### config.mk
export PLATFORM = sky130hd
export DESIGN_NAME = alu_flag_reg_unit_flat
export DESIGN_NICKNAME = d
export VERILOG_FILES = /design/src/rtl/alu_flag_reg_unit_if.sv /design/src/rtl/alu_flag_reg_unit.sv /design/src/flat_wrapper.sv
export SDC_FILE = /design/constraint.sdc
export NUM_CORES = 1
export LEC_CHECK = 0
export ABC_CLOCK_PERIOD_IN_PS = 2800
export CAP_MARGIN = 20
export CORE_MARGIN = 10
export CORE_UTILIZATION = 33
export CTS_CLUSTER_SIZE = 30
export DETAILED_ROUTE_END_ITERATION = 12
export PLACE_DENSITY = 0.8
export SLEW_MARGIN = 5
export SYNTH_ARGS = -nofsm -noshare
export SYNTH_HDL_FRONTEND = slang
export SYNTH_SLANG_ARGS = --single-unit
export TNS_END_PERCENT = 5
### constraint.sdc
create_clock -name clk -period 2.8 [get_ports clk]
set_clock_uncertainty 0.15 [all_clocks]
set_input_delay 0.28 -clock clk [delete_from_list [all_inputs] [get_ports clk]]
set_output_delay 0.28 -clock clk [all_outputs]
set_load 0.01 [all_outputs]
### src/rtl/alu_flag_reg_unit_if.sv
// Bus between the ALU datapath and the flag register unit: ALU result/status in, registered flags out.
interface alu_flag_reg_unit_if #(
   parameter int DWIDTH    = 32,
   parameter int CNT_WIDTH = 8
);
   logic                 in_valid;
   logic [2:0]           opsel;
   logic                 mode;
   logic                 cout;
   logic                 a_msb;
   logic                 b_msb;
   logic [DWIDTH-1:0]    result;
   logic [3:0]           flag_we;
   logic                 flag_ld;
   logic [3:0]           flag_wdata;
   logic                 sticky_clr;
   logic                 c_flag;
   logic                 z_flag;
   logic                 s_flag;
   logic                 o_flag;
   logic                 so_flag;
   logic [CNT_WIDTH-1:0] ovf_cnt;
   logic                 flag_valid;

   modport master (
      output in_valid, opsel, mode, cout, a_msb, b_msb, result,
             flag_we, flag_ld, flag_wdata, sticky_clr,
      input  c_flag, z_flag, s_flag, o_flag, so_flag, ovf_cnt, flag_valid
   );

   modport slave (
      input  in_valid, opsel, mode, cout, a_msb, b_msb, result,
             flag_we, flag_ld, flag_wdata, sticky_clr,
      output c_flag, z_flag, s_flag, o_flag, so_flag, ovf_cnt, flag_valid
   );
endinterface

### src/rtl/alu_flag_reg_unit.sv
// Registered C/Z/S/O flag unit with write mask, multi-word Z chaining, context load,
// sticky overflow and a saturating overflow-event counter.
module alu_flag_reg_unit #(
   parameter int DWIDTH    = 32,
   parameter int CNT_WIDTH = 8
) (
   input logic                 clk,
   input logic                 rst,
   alu_flag_reg_unit_if.slave  bus
);
   localparam logic [2:0] OP_ADD  = 3'b000;
   localparam logic [2:0] OP_ADDC = 3'b001;
   localparam logic [2:0] OP_SUB  = 3'b010;
   localparam logic [2:0] OP_SUBB = 3'b011;
   localparam logic [2:0] OP_SHFT = 3'b111;
   localparam logic [CNT_WIDTH-1:0] CNT_MAX = '1;

   // Flag vector packed as {O,S,Z,C}, matching flag_we / flag_wdata.
   logic [3:0]           flags_q, flags_d, nxt;
   logic                 so_q, so_d;
   logic [CNT_WIDTH-1:0] cnt_q, cnt_d;
   logic                 vld_q;
   logic                 r_msb, res_zero, ovf_evt;

   assign r_msb    = bus.result[DWIDTH-1];
   assign res_zero = (bus.result == '0);

   always_comb begin
      nxt    = 4'b0000;
      nxt[2] = r_msb;
      nxt[1] = res_zero;
      unique case (bus.opsel)
         OP_ADD, OP_ADDC: begin
            nxt[0] = bus.cout;
            nxt[3] = bus.mode & (bus.a_msb == bus.b_msb) & (r_msb != bus.a_msb);
         end
         OP_SUB, OP_SUBB: begin
            nxt[0] = bus.cout;
            nxt[3] = bus.mode & (bus.a_msb != bus.b_msb) & (r_msb != bus.a_msb);
         end
         OP_SHFT: nxt[0] = bus.cout;
         default: ;
      endcase
      // Upper words of a chained op are only zero if every lower word was zero.
      if (bus.opsel == OP_ADDC || bus.opsel == OP_SUBB)
         nxt[1] = res_zero & flags_q[1];
   end

   always_comb begin
      flags_d = flags_q;
      if (bus.flag_ld)
         flags_d = bus.flag_wdata;
      else if (bus.in_valid)
         flags_d = (bus.flag_we & nxt) | (~bus.flag_we & flags_q);
   end

   assign ovf_evt = bus.in_valid & ~bus.flag_ld & nxt[3] & bus.flag_we[3];

   always_comb begin
      so_d  = so_q;
      cnt_d = cnt_q;
      if (ovf_evt) begin
         so_d  = 1'b1;
         if (bus.sticky_clr)
            cnt_d = {{(CNT_WIDTH-1){1'b0}}, 1'b1};
         else if (cnt_q != CNT_MAX)
            cnt_d = cnt_q + 1'b1;
      end else if (bus.sticky_clr) begin
         so_d  = 1'b0;
         cnt_d = '0;
      end
   end

   always_ff @(posedge clk) begin
      if (rst) begin
         flags_q <= 4'b0000;
         so_q    <= 1'b0;
         cnt_q   <= '0;
         vld_q   <= 1'b0;
      end else begin
         flags_q <= flags_d;
         so_q    <= so_d;
         cnt_q   <= cnt_d;
         vld_q   <= bus.in_valid;
      end
   end

   assign bus.c_flag     = flags_q[0];
   assign bus.z_flag     = flags_q[1];
   assign bus.s_flag     = flags_q[2];
   assign bus.o_flag     = flags_q[3];
   assign bus.so_flag    = so_q;
   assign bus.ovf_cnt    = cnt_q;
   assign bus.flag_valid = vld_q;
endmodule

### src/flat_wrapper.sv
// flat-port wrapper written by rule: the top's interface ports become plain ports
module alu_flag_reg_unit_flat 
#(
   parameter int DWIDTH    = 32,
   parameter int CNT_WIDTH = 8
)
  (clk, rst, bus_in_valid, bus_opsel, bus_mode, bus_cout, bus_a_msb, bus_b_msb, bus_result, bus_flag_we, bus_flag_ld, bus_flag_wdata, bus_sticky_clr, bus_c_flag, bus_z_flag, bus_s_flag, bus_o_flag, bus_so_flag, bus_ovf_cnt, bus_flag_valid);
  alu_flag_reg_unit_if #(.DWIDTH(DWIDTH), .CNT_WIDTH(CNT_WIDTH)) bus_i ();
  input logic clk;
  input logic rst;
  input wire logic [$bits(bus_i.in_valid)-1:0] bus_in_valid;
  input wire logic [$bits(bus_i.opsel)-1:0] bus_opsel;
  input wire logic [$bits(bus_i.mode)-1:0] bus_mode;
  input wire logic [$bits(bus_i.cout)-1:0] bus_cout;
  input wire logic [$bits(bus_i.a_msb)-1:0] bus_a_msb;
  input wire logic [$bits(bus_i.b_msb)-1:0] bus_b_msb;
  input wire logic [$bits(bus_i.result)-1:0] bus_result;
  input wire logic [$bits(bus_i.flag_we)-1:0] bus_flag_we;
  input wire logic [$bits(bus_i.flag_ld)-1:0] bus_flag_ld;
  input wire logic [$bits(bus_i.flag_wdata)-1:0] bus_flag_wdata;
  input wire logic [$bits(bus_i.sticky_clr)-1:0] bus_sticky_clr;
  output wire logic [$bits(bus_i.c_flag)-1:0] bus_c_flag;
  output wire logic [$bits(bus_i.z_flag)-1:0] bus_z_flag;
  output wire logic [$bits(bus_i.s_flag)-1:0] bus_s_flag;
  output wire logic [$bits(bus_i.o_flag)-1:0] bus_o_flag;
  output wire logic [$bits(bus_i.so_flag)-1:0] bus_so_flag;
  output wire logic [$bits(bus_i.ovf_cnt)-1:0] bus_ovf_cnt;
  output wire logic [$bits(bus_i.flag_valid)-1:0] bus_flag_valid;
  assign bus_i.in_valid = bus_in_valid;
  assign bus_i.opsel = bus_opsel;
  assign bus_i.mode = bus_mode;
  assign bus_i.cout = bus_cout;
  assign bus_i.a_msb = bus_a_msb;
  assign bus_i.b_msb = bus_b_msb;
  assign bus_i.result = bus_result;
  assign bus_i.flag_we = bus_flag_we;
  assign bus_i.flag_ld = bus_flag_ld;
  assign bus_i.flag_wdata = bus_flag_wdata;
  assign bus_i.sticky_clr = bus_sticky_clr;
  assign bus_c_flag = bus_i.c_flag;
  assign bus_z_flag = bus_i.z_flag;
  assign bus_s_flag = bus_i.s_flag;
  assign bus_o_flag = bus_i.o_flag;
  assign bus_so_flag = bus_i.so_flag;
  assign bus_ovf_cnt = bus_i.ovf_cnt;
  assign bus_flag_valid = bus_i.flag_valid;
  alu_flag_reg_unit #(.DWIDTH(DWIDTH), .CNT_WIDTH(CNT_WIDTH)) u_core (.clk(clk), .rst(rst), .bus(bus_i));
endmodule
Word level (Yosys, flattened, before mapping)
Index checks and enable logic that the tools add are counted.
- input bits: 52
- register bits after elaboration: 14
- bits in read-only memories: 0
- output and inout port bits: 14
- bits in latches: 0
- RAM bits: 0
- logic and storage cells: 47
- memories: 0
- shift-type cells: 0
- div/mod/pow operators: 0
- reduce and logical (&&, ||, !) cells: 10
- multipliers: 0
- $lt $le $gt $ge: 0
- eq/ne operators: 8
- add/sub/neg operators: 1
- bitwise logic cells: 13
- mux-type cells: 11
- operators by type and width (kind ; count):
    $logic_not A32 Y1 ; 1
    $mux W8 ; 4
    $add A8 B1 Y8 const B ; 1
    $and A1 B1 Y1 ; 8
    $and A4 B4 Y4 ; 2
    $mux W4 ; 2
    $ne A8 B8 Y1 const B ; 1
    $eq A3 B2 Y1 const B ; 2
    $reduce_bool A2 Y1 ; 3
    $reduce_or A5 Y1 ; 1
    $mux W1 ; 4
    $not A4 Y4 ; 1
    $or A4 B4 Y4 ; 1
    $reduce_or A2 Y1 ; 2
    $eq A3 B1 Y1 const B ; 1
    $eq A3 B3 Y1 const B ; 1
    $logic_not A3 Y1 ; 1
    $ne A1 B1 Y1 ; 2
    $pmux W1 S2 ; 1
    $reduce_and A2 Y1 ; 1
    $eq A1 B1 Y1 ; 1
    $logic_or A1 B1 Y1 ; 1
    $not A1 Y1 ; 1

Longest topological paths before layout
- word-level depth: 8
- gate-level depth with buffers: 5
- depth with buffers taken out: 5

Least setup slack after synthesis
OpenSTA, ideal clock, no wires.
- path kind: reg2reg
- start: reg u_core.cnt_q[0] (netlist: u_core.bus.ovf_cnt[0])
- end: reg u_core.cnt_q[3] (netlist: u_core.bus.ovf_cnt[3])
- arrival: 1786 ps
- data required time: 2580 ps
- cell stages (with the launch flop): 6
- library setup time: 70 ps
- clock period less this slack: 2006 ps
- slack: 794 ps
- cells stage by stage: dfxtp_1 > ha_1 > and3_4 > a211o_1 > or4_1 > a21oi_1
- cells in the longest elaborated chain, start to end: 4
- ends and longest elaborated chain (element ; RTL line ; text):
    start: declaration ; alu_flag_reg_unit.sv:21 ; logic [CNT_WIDTH-1:0] cnt_q, cnt_d;
    start signal: assignment ; alu_flag_reg_unit.sv:83 ; cnt_q <= cnt_d;
    $add A8 B1 Y8 ; alu_flag_reg_unit.sv:67 ; cnt_d = cnt_q + 1'b1;
    $mux W8 ; alu_flag_reg_unit.sv:66 ; else if (cnt_q != CNT_MAX)
    $mux W8 ; alu_flag_reg_unit.sv:64 ; if (bus.sticky_clr)
    $mux W8 ; alu_flag_reg_unit.sv:62 ; if (ovf_evt) begin
Parallel ways exist; a longest one is shown, timed or not. The select of a mux whose other input is x is not followed.
A chain may end at the register's enable or synchronous reset.

Worst setup path in the final report
Same ends and word-level chain as after synthesis.

==> results.json <==
{
  "detail-route-antenna-nets": 0,
  "wl_per_cell_um": 18.9,
  "grt_util_all_layers": 0.150,
  "post_cts_buffers": 0,
  "initial_utilization": 0.341,
  "dieArea_um2": 4950,
  "tightest_slew_ps": 566,
  "relSlewSlack": 0.612,
  "dp_hpwl_mm": 3.15,
  "mappedNetlistNets": 153,
  "yosysUniqueCellTypes": 36,
  "grt_pass1_vias": 1254,
  "io_buffers": 65,
  "cts_tree": "built",
  "grt_max_degree": 12,
  "clkLatencyLatePin_ps": 290,
  "rsz0062_at_grt": "no",
  "cts_max_path_buffers": 2,
  "ys_seq_area_frac": 0.335,
  "cts_resized": 0,
  "irDropWorstVdd_uv": 216,
  "p_per_area_nw_per_um2": 310,
  "die_x_um": 70.4,
  "p_leak_uw": 0.000523,
  "crit_arrival_ps": 2340,
  "end_kind": "flop",
  "cts_buffers": 3,
  "coreArea_um2": 2450,
  "drt_wl_total_mm": 3.70,
  "path_clk_slew_ps": 90,
  "gp_congestion": 0.822,
  "final_nets": 220,
  "post-route-period-util": 0.815,
  "drt_iter0_markers": 42,
  "drive_above_1_share": 0.0663,
  "worst_setup_path_start_kind": "flop",
  "max-cap-violations": 0,
  "hold_slack_ps": 375,
  "finalHoldViolCount": 0,
  "diodes": 0,
  "yosysWarnings": 0,
  "globalRouteOverflowTotal": 0,
  "io_pins": 66,
  "via_per_inst": 5.57,
  "fin_setup_tns_ps": 0,
  "fmax_ghz": 0.438,
  "htreeDepth": 1,
  "fin_area_um2": 1540,
  "finalMaxSlewViolations": 0,
  "first_pass_iters": 4,
  "cts_sinks": 14,
  "synth-seq-cells": 14,
  "syn_inst": 100,
  "crit_required_ps": 2860,
  "via_count": 1091,
  "syn2layout_area_growth_pct": 84.3,
  "syn-cell-area_um2": 837,
  "syn_area_per_cell_um2": 8.37,
  "setup_viol": 0,
  "cts_hold_buf": 0,
  "hold_path_class": "reg -> reg",
  "dpl-instance-area_um2": 1510,
  "die_h_um": 70.4,
  "min_period_ps": 2280,
  "root_buffer": "clkbuf_4",
  "status": "complete, no violations",
  "grt_antenna_before_repair": 0,
  "path_class": "reg -> reg",
  "crit_fanout": 8,
  "grt_pass1_wl_mm": 6.06,
  "drc": 0,
  "rows": 18
}
==> per-layer routing <==
layer	part of all wire	track usage
met1	0.36	0.134
met2	0.45	0.244
met3	0.17	0.117
met4	0.018	0.0658
met5	0	0
==> report_power, final <==
part / internal (uW) / total, uW / switching, uW
clock network: 79.3 / 151 / 71.4
registers: 204 / 207 / 2.92
logic: 82.8 / 121 / 38.4
==> final cells by class <==
| type | count | area, um^2 |
|---|---|---|
| clock buffers | 4 | 36.3 |
| fillers | 217 | 912 |
| inverters | 3 | 11.3 |
| multi-input cells | 80 | 527 |
| flip-flops and latches | 14 | 280 |
| well taps | 30 | 37.5 |
| repair buffers | 65 | 651 |
==> path summary, 6_finish.rpt <==
| kind | end | startpoint | cells past startpoint | slack [ps] |
|---|---|---|---|---|
| worst max-delay path | u_core.bus.ovf_cnt[3] | u_core.bus.ovf_cnt[0] | 5 | 520 |
| worst min-delay path | u_core.bus.ovf_cnt[5] | u_core.bus.ovf_cnt[5] | 2 | 380 |
| worst max register to register | u_core.bus.ovf_cnt[3] | u_core.bus.ovf_cnt[0] | 5 | 520 |
| worst min register to register | u_core.bus.ovf_cnt[5] | u_core.bus.ovf_cnt[5] | 2 | 380 |
==> synth_stat cells <==
library cell / instances / area (um^2)
a221oi_1: 2 / 17.5
buf_6: 1 / 11.3
ha_1: 1 / 12.5
and3_2: 2 / 15.0
mux2_2: 1 / 11.3
a311oi_1: 3 / 26.3
dfxtp_1: 14 / 280
inv_1: 3 / 11.3
and4_2: 1 / 10.0
nor3b_1: 1 / 7.51
nor3_1: 3 / 15.0
o211ai_1: 1 / 7.51
and4_1: 1 / 8.76
a21oi_1: 10 / 50.1
nor4_1: 7 / 43.8
nor2b_1: 6 / 37.5
mux2i_1: 1 / 10.0
and3_4: 1 / 11.3
or4_1: 4 / 30.0
a41oi_1: 1 / 8.76
a31oi_1: 3 / 18.8
a211oi_1: 2 / 15.0
nand2_1: 5 / 18.8
xnor2_1: 1 / 8.76
nor2_1: 4 / 15.0
nand3_1: 4 / 20.0
or3b_2: 1 / 8.76
a211o_1: 1 / 8.76
or3_1: 1 / 6.26
clkbuf_1: 2 / 7.51
o21ai_0: 2 / 10.0
or2_2: 1 / 6.26
nor4bb_1: 2 / 20.0
nand4_1: 4 / 25.0
o31ai_1: 2 / 15.0
a21boi_0: 1 / 7.51
==> cells by family after synthesis <==
| logic type | Yosys count | share of synthesized area |
|---|---|---|
| xor+xnor | 1 | 0.0105 |
| mux | 2 | 0.0254 |
| flops | 14 | 0.335 |
| fa+ha+maj | 1 | 0.0149 |
| compound gates | 28 | 0.221 |
| buf+inv | 6 | 0.0359 |
| simple gates | 48 | 0.357 |
==> metrics by stage <==
step                      total power [uW]   util  instances  setup slack [ps]
final                                  479  0.628        196               519
after global routing                   497  0.628        196               402
after CTS                              480  0.628        196               578
after detailed placement               333  0.614        192               478
after global placement                 331  0.614        192               570
after floorplan                        239      -        100               794
==> worst max-delay path: stages, from the launching register on <==
cell     delay, ps
dfxtp_1        390
ha_1           320
and3_4         230
a211o_1        370
or4_1          520
a21oi_1        220
==> cells in the final DEF, fill, tap and decap left out, types with 2 or more instances in the layout <==
cell type | Yosys | routed
a31oi_1 | 3 | 3
nand3_1 | 4 | 4
clkbuf_4 | 0 | 3
nand2_1 | 5 | 5
nand4_1 | 4 | 4
nor3_1 | 3 | 3
o31ai_1 | 2 | 2
dfxtp_1 | 14 | 14
a311oi_1 | 3 | 3
nor2b_1 | 6 | 6
and3_2 | 2 | 2
a21oi_1 | 10 | 10
a211oi_1 | 2 | 2
inv_1 | 3 | 3
a221oi_1 | 2 | 2
nor2_1 | 4 | 4
o21ai_0 | 2 | 2
nor4_1 | 7 | 7
nor4bb_1 | 2 | 2
or4_1 | 4 | 4
clkdlybuf4s50_1 | 0 | 65
Note: power is estimated with default switching activity, not from simulation.
